===== config.mk =====
export PLATFORM = sky130hd
export DESIGN_NAME = wb_select_stage
export DESIGN_NICKNAME = d
export VERILOG_FILES = /design/src/rtl/wb_select_stage.sv
export SDC_FILE = /design/constraint.sdc
export NUM_CORES = 1
export LEC_CHECK = 0
export CORE_MARGIN = 1.5
export CORE_UTILIZATION = 41
export DETAILED_ROUTE_END_ITERATION = 16
export GPL_ROUTABILITY_DRIVEN = 1
export PLACE_DENSITY_LB_ADDON = 0.08
export REMOVE_ABC_BUFFERS = 1
export SYNTH_ARGS = -nofsm -noshare
export SYNTH_HDL_FRONTEND = slang
export SYNTH_SLANG_ARGS = --single-unit

===== constraint.sdc =====
create_clock -name clk -period 2.6 [get_ports clk]
set_input_delay 0.52 -clock clk [delete_from_list [all_inputs] [get_ports clk]]
set_output_delay 0.52 -clock clk [all_outputs]
set_load 0.01 [all_outputs]

===== src/rtl/wb_select_stage.sv =====
// Registered writeback stage: it captures execute results, decodes the memory region, aligns
// and extends load data, and holds read data across stalls. Optional forwarding: WB_FWD_EN.
module wb_select_stage #(
    parameter logic [3:0] DMEM_TAG  = 4'b0001,
    parameter logic [3:0] DMEM_MASK = 4'b1101,
    parameter logic [3:0] BIOS_TAG  = 4'b0100,
    parameter logic [3:0] BIOS_MASK = 4'b1111,
    parameter logic [3:0] IO_TAG    = 4'b1000,
    parameter logic [3:0] IO_MASK   = 4'b1111,
    parameter int         CNT_WIDTH = 32
) (
    input  logic                 clk,
    input  logic                 rst,
    input  logic                 stall,
    input  logic                 flush,
    input  logic                 in_valid,
    input  logic [1:0]           in_wb_sel,
    input  logic [2:0]           in_funct3,
    input  logic [31:0]          in_addr,
    input  logic [31:0]          in_alu,
    input  logic [31:0]          in_pc,
    input  logic [4:0]           in_rd,
    input  logic                 in_regwen,
    input  logic [31:0]          dmem_rdata,
    input  logic [31:0]          bios_rdata,
    input  logic [31:0]          io_rdata,
    input  logic [4:0]           fwd_rs1,
    input  logic [4:0]           fwd_rs2,
    output logic [31:0]          wb_data,
    output logic [4:0]           wb_rd,
    output logic                 wb_we,
    output logic                 fwd_hit1,
    output logic                 fwd_hit2,
    output logic                 misalign,
    output logic [CNT_WIDTH-1:0] retire_cnt
);
    localparam logic [1:0] SEL_NONE = 2'b00;
    localparam logic [1:0] SEL_ALU  = 2'b01;
    localparam logic [1:0] SEL_MEM  = 2'b10;
    localparam logic [1:0] SEL_PC4  = 2'b11;

    localparam logic [2:0] F3_LB  = 3'b000;
    localparam logic [2:0] F3_LH  = 3'b001;
    localparam logic [2:0] F3_LW  = 3'b010;
    localparam logic [2:0] F3_LBU = 3'b100;
    localparam logic [2:0] F3_LHU = 3'b101;

    localparam logic [CNT_WIDTH-1:0] CNT_ONE = {{(CNT_WIDTH-1){1'b0}}, 1'b1};

    logic                 valid_reg;
    logic [1:0]           wb_sel_reg;
    logic [2:0]           funct3_reg;
    logic [31:0]          addr_reg;
    logic [31:0]          alu_reg;
    logic [31:0]          pc_reg;
    logic [4:0]           rd_reg;
    logic                 regwen_reg;
    logic                 held_reg;
    logic [31:0]          hold_word_reg;
    logic                 misalign_reg;
    logic [CNT_WIDTH-1:0] retire_cnt_reg;

    // Stage register: reset beats flush, flush beats stall.
    always_ff @(posedge clk) begin
        if (rst) begin
            valid_reg  <= 1'b0;
            wb_sel_reg <= SEL_NONE;
            funct3_reg <= 3'b000;
            addr_reg   <= 32'h0;
            alu_reg    <= 32'h0;
            pc_reg     <= 32'h0;
            rd_reg     <= 5'd0;
            regwen_reg <= 1'b0;
        end else if (flush) begin
            valid_reg <= 1'b0;
        end else if (!stall) begin
            valid_reg  <= in_valid;
            wb_sel_reg <= in_wb_sel;
            funct3_reg <= in_funct3;
            addr_reg   <= in_addr;
            alu_reg    <= in_alu;
            pc_reg     <= in_pc;
            rd_reg     <= in_rd;
            regwen_reg <= in_regwen;
        end
    end

    logic [3:0]  tag;
    logic        hit_dmem;
    logic        hit_bios;
    logic        hit_io;
    logic [31:0] live_word;
    logic [31:0] raw_word;

    assign tag      = addr_reg[31:28];
    assign hit_dmem = ((tag & DMEM_MASK) == (DMEM_TAG & DMEM_MASK));
    assign hit_bios = ((tag & BIOS_MASK) == (BIOS_TAG & BIOS_MASK));
    assign hit_io   = ((tag & IO_MASK) == (IO_TAG & IO_MASK));

    always_comb begin
        live_word = 32'h0;
        if (hit_dmem)
            live_word = dmem_rdata;
        else if (hit_bios)
            live_word = bios_rdata;
        else if (hit_io)
            live_word = io_rdata;
    end

    // The synchronous memory only presents data for one cycle, so the first stalled
    // cycle snapshots it and the rest of the stall (plus the release cycle) replays it.
    always_ff @(posedge clk) begin
        if (rst) begin
            held_reg      <= 1'b0;
            hold_word_reg <= 32'h0;
        end else if (flush) begin
            held_reg <= 1'b0;
        end else if (stall) begin
            if (!held_reg) begin
                hold_word_reg <= live_word;
                held_reg      <= 1'b1;
            end
        end else begin
            held_reg <= 1'b0;
        end
    end

    assign raw_word = held_reg ? hold_word_reg : live_word;

    logic [7:0]  byte_lane [4];
    logic [15:0] half_lane [2];
    logic [7:0]  byte_sel;
    logic [15:0] half_sel;
    logic [31:0] load_data;
    logic        cur_mis;

    genvar gi;
    generate
        for (gi = 0; gi < 4; gi++) begin : g_byte_lane
            assign byte_lane[gi] = raw_word[8*gi +: 8];
        end
        for (gi = 0; gi < 2; gi++) begin : g_half_lane
            assign half_lane[gi] = raw_word[16*gi +: 16];
        end
    endgenerate

    assign byte_sel = byte_lane[addr_reg[1:0]];
    assign half_sel = half_lane[addr_reg[1]];

    always_comb begin
        load_data = raw_word;
        case (funct3_reg)
            F3_LB:   load_data = {{24{byte_sel[7]}}, byte_sel};
            F3_LH:   load_data = {{16{half_sel[15]}}, half_sel};
            F3_LBU:  load_data = {24'h0, byte_sel};
            F3_LHU:  load_data = {16'h0, half_sel};
            default: load_data = raw_word;
        endcase
    end

    always_comb begin
        cur_mis = 1'b0;
        case (funct3_reg)
            F3_LH, F3_LHU: cur_mis = addr_reg[0];
            F3_LW:         cur_mis = (addr_reg[1:0] != 2'b00);
            default:       cur_mis = 1'b0;
        endcase
    end

    logic mem_mis;
    assign mem_mis = (wb_sel_reg == SEL_MEM) & cur_mis;

    always_comb begin
        wb_data = 32'h0;
        case (wb_sel_reg)
            SEL_ALU: wb_data = alu_reg;
            SEL_PC4: wb_data = pc_reg + 32'd4;
            SEL_MEM: wb_data = load_data;
            default: wb_data = 32'h0;
        endcase
    end

    assign wb_rd = rd_reg;
    assign wb_we = valid_reg & regwen_reg & (rd_reg != 5'd0) & ~stall & ~mem_mis;

    always_ff @(posedge clk) begin
        if (rst)
            misalign_reg <= 1'b0;
        else if (valid_reg & ~stall & mem_mis)
            misalign_reg <= 1'b1;
    end

    always_ff @(posedge clk) begin
        if (rst)
            retire_cnt_reg <= '0;
        else if (valid_reg & ~stall & ~flush)
            retire_cnt_reg <= retire_cnt_reg + CNT_ONE;
    end

    assign misalign   = misalign_reg;
    assign retire_cnt = retire_cnt_reg;

`ifdef WB_FWD_EN
    logic [4:0] fwd_rs [2];
    logic [1:0] fwd_hits;
    logic       fwd_base;

    assign fwd_rs[0] = fwd_rs1;
    assign fwd_rs[1] = fwd_rs2;
    // Stall is deliberately ignored: the consumer takes wb_data in this same cycle.
    assign fwd_base  = valid_reg & regwen_reg & (rd_reg != 5'd0) & ~mem_mis;

    generate
        for (gi = 0; gi < 2; gi++) begin : g_fwd
            assign fwd_hits[gi] = fwd_base & (rd_reg == fwd_rs[gi]);
        end
    endgenerate

    assign fwd_hit1 = fwd_hits[0];
    assign fwd_hit2 = fwd_hits[1];

    logic unused_bits;
    assign unused_bits = ^addr_reg[27:2];
`else
    assign fwd_hit1 = 1'b0;
    assign fwd_hit2 = 1'b0;

    logic unused_bits;
    assign unused_bits = ^{addr_reg[27:2], fwd_rs1, fwd_rs2};
`endif

endmodule


==> metrics.md <==
| Metric | Value |
|---|---|
| Row count | `50` |
| Final std cells w/o fill | `1725` |
| IO Pins | `291` |
| Antenna violations before repair | `0` |
| Fin nets | `1672` |
| Crit share post-route | `122.2%` |
| CP Class | `reg -> out` |
| Most common cell after layout, fill and taps aside | `nand2_1` |
| Die width | `142.9 µm` |
| # setup viols final | `32` |
| ANT cells | `0` |
| Clk slew on worst S/H paths | `0.06 ns` |
| Status | `finished with violations` |
| Area growth syn-to-layout | `60.80%` |
| First-pass GRT wire length | `46290 µm` |
| Worst setup path end | `wb_data[25]` |
| Routed length per placed instance | `17.67 µm` |
| WP data arrival | `2.66 ns` |
| PwrDens | `472.0 nW/µm²` |
| Ys Warns | `0` |
| Largest net degree at the start of global routing | `62` |
| R2R Setup Slk | `0.65 ns` |
| DRC | `0` |
| Average footprint of a synthesized cell | `7.445 µm²` |
| Achievable clock frequency | `314.8 MHz` |
| RSZ-0062 raised after global routing | `yes` |
| Mapped cell area | `8025 µm²` |
| Worst reg2reg path depth | `9` |
| CTS max path bufs | `2` |
| Later-pin clock latency in the skew report | `0.44 ns` |
| Nature of the critical path startpoint | `register` |
| Critical path required time | `2.08 ns` |
| Pleak | `4.858 nW` |
| Core box area | `18960 µm²` |
| Highest-count cells in the layout ignoring fill and taps | `nand2_1 (232), clkdlybuf4s50_1 (218), buf_4 (163)` |
| Final setup margin | `-0.5771 ns` |
| CTS buffer count | `17` |
| Gpl congestion | `0.9071` |
| Post-synth top flop | `dfxtp_1` |
| Placed wire-length estimate | `22340 µm` |
| Starting Density | `42.34%` |
| Worst reg2reg endpoint | `hold_word_reg[19]$_SDFFE_PP0P_` |
| Max-slew violation count | `0` |
| Maximum fanout along the worst path | `7` |
| Tightest Pin Transition | `1.117 ns` |
| Worst R2R Start | `addr_reg[30]$_SDFFE_PP0P_` |
| Final hold vios | `0` |
| Crit end category | `output port` |
| Vias/cell | `5.411` |
| Fraction of layout cells with a size suffix above 1 | `21.43%` |
| Yosys cell types | `59` |
| Crit path from | `addr_reg[30]$_SDFFE_PP0P_` |
| DIE AREA | `20420 µm²` |
| Violated checks | `setup timing` |
| Placed cell count | `1671` |
| Final Skew | `0.007178 ns` |
| Seq cells post-synth | `148` |
| Final min period | `3.177 ns` |
| Post-route antenna net violation count | `0` |
| GR Util All Layers | `29.33%` |
| Vias in the first global route | `8949` |
| FFs w/ async S/R, synth | `0%` |
| Max cap viols | `0` |
| Post-Route WL | `30480 µm` |
| Initial DRT Pass Iterations | `6` |
| # clock sinks | `148` |
| Normalized max-slew margin | `24.97%` |
| Starting DRT DRC Count | `761` |
| Clk root buf | `clkbuf_16` |
| Routed via count | `9334` |
| Total gr overflow | `0` |
| Die H | `142.9 µm` |
| I/O Buffers | `252` |
| CTS H-Tree Depth | `4` |
| Cells after Synth | `1078` |
| Place WS | `-0.9933 ns` |
| Post-synth EDFFs | `0` |
| Sequential area share after synthesis | `36.92%` |
| Maximum VDD drop | `0.0004806 V` |
| CTS tree | `built` |
| HP Class | `reg -> reg` |
==> layout make-up <==
class / instances / area, µm²
clock buffers: 18 / 439.2
clock inverters: 14 / 140.1
fillers: 1661 / 6051
inverters: 8 / 30.03
multi-input cells: 838 / 5029
flip-flops and latches: 148 / 2975
well taps: 260 / 325.3
repair buffers: 439 / 3966
==> cell usage after synthesis (8+ instances only) <==
| cell | instances | share of area (%) |
|---|---|---|
| nand3_1 | 25 | 1.6 |
| clkbuf_1 | 67 | 3.1 |
| and4_1 | 8 | 0.87 |
| a22o_1 | 27 | 2.9 |
| xor2_1 | 29 | 3.2 |
| buf_2 | 8 | 0.50 |
| nor2_1 | 114 | 5.3 |
| a211oi_1 | 37 | 3.5 |
| mux2i_1 | 9 | 1.1 |
| nand4_1 | 21 | 1.6 |
| nor3_1 | 14 | 0.87 |
| a222oi_1 | 17 | 2.1 |
| o21ai_0 | 35 | 2.2 |
| o211ai_1 | 14 | 1.3 |
| dfxtp_1 | 148 | 37 |
| a21oi_1 | 122 | 7.6 |
| xnor2_1 | 24 | 2.6 |
| nor2b_1 | 9 | 0.70 |
| nand2_1 | 235 | 11 |
| a22oi_1 | 10 | 0.94 |
| a221o_1 | 10 | 1.2 |
==> cells by family after synthesis <==
family                     count (synthesis)  synth area share [%]
buffers and inverters                     93                 4.677
DFF                                      148                 36.92
other                                      1               0.04673
AOI/OAI and AO/OA                        306                 25.63
adders and majority gates                  2                0.3118
muxes                                     11                 1.403
xor gates and xnor gates                  53                 5.784
and+or+nand+nor                          464                 25.23
==> routing by layer <==
layer,global-route usage [%],share of wire (%),up-vias
met2,49.56,47,343
met5,0,0,-
li1,-,-,4615
met3,5.533,6.5,59
met4,11.72,2.9,0
met1,36.72,43,4317
==> metrics by stage <==
stage                     TNS, ns  instance area (µm²)  hold WS (ns)  power, mW  utilization, %
final                      -15.91                12900        0.4546      6.091           68.08
after global routing       -19.34                12900        0.4713      6.332           68.08
after CTS                  -15.53                12680        0.4555      6.074           66.90
after detailed placement   -26.57                11890        0.4468      3.584           62.71
after global placement     -26.47                11890        0.4409      3.573           62.71
after floorplan           -127.15                 7684        0.4267      2.866               -
==> worst max-delay path, stage by stage (launching register included) <==
cell	delay [ns]
dfxtp_4	0.37
or3b_4	0.44
o221ai_4	0.26
nand3_1	0.16
o22a_1	0.25
and2_4	0.19
a221o_1	0.39
buf_2	0.16
==> power by group <==
part           switching [mW]  total [mW]  leakage, nW  internal [mW]
Combinational           0.576        1.23         3.36          0.658
Sequential             0.0571        2.41         1.21           2.36
Clock                    1.07        2.44        0.286           1.37
Total                    1.70        6.09         4.86           4.39
==> repair_timing <==
action,4_1_cts,5_1_grt
hold buffers,0,0
gates resized for setup,190,29
buffers inserted,13,10
pin swaps,23,16
gates cloned,1,1
setup endpoints to repair,33,33
==> worst min path at each step <==
stage / start / endpoint / slack (ns) / cells past startpoint
after detailed placement: alu_reg[4]$_SDFFE_PP0P_ / alu_reg[4]$_SDFFE_PP0P_ / 0.45 / 2
after CTS: alu_reg[9]$_SDFFE_PP0P_ / alu_reg[9]$_SDFFE_PP0P_ / 0.46 / 2
after global placement: hold_word_reg[6]$_SDFFE_PP0P_ / hold_word_reg[6]$_SDFFE_PP0P_ / 0.44 / 2
after floorplan: alu_reg[12]$_SDFFE_PP0P_ / alu_reg[12]$_SDFFE_PP0P_ / 0.43 / 2
final: alu_reg[23]$_SDFFE_PP0P_ / alu_reg[23]$_SDFFE_PP0P_ / 0.45 / 2
after global routing: alu_reg[25]$_SDFFE_PP0P_ / alu_reg[25]$_SDFFE_PP0P_ / 0.47 / 2
(Power assumes the default switching activity.)
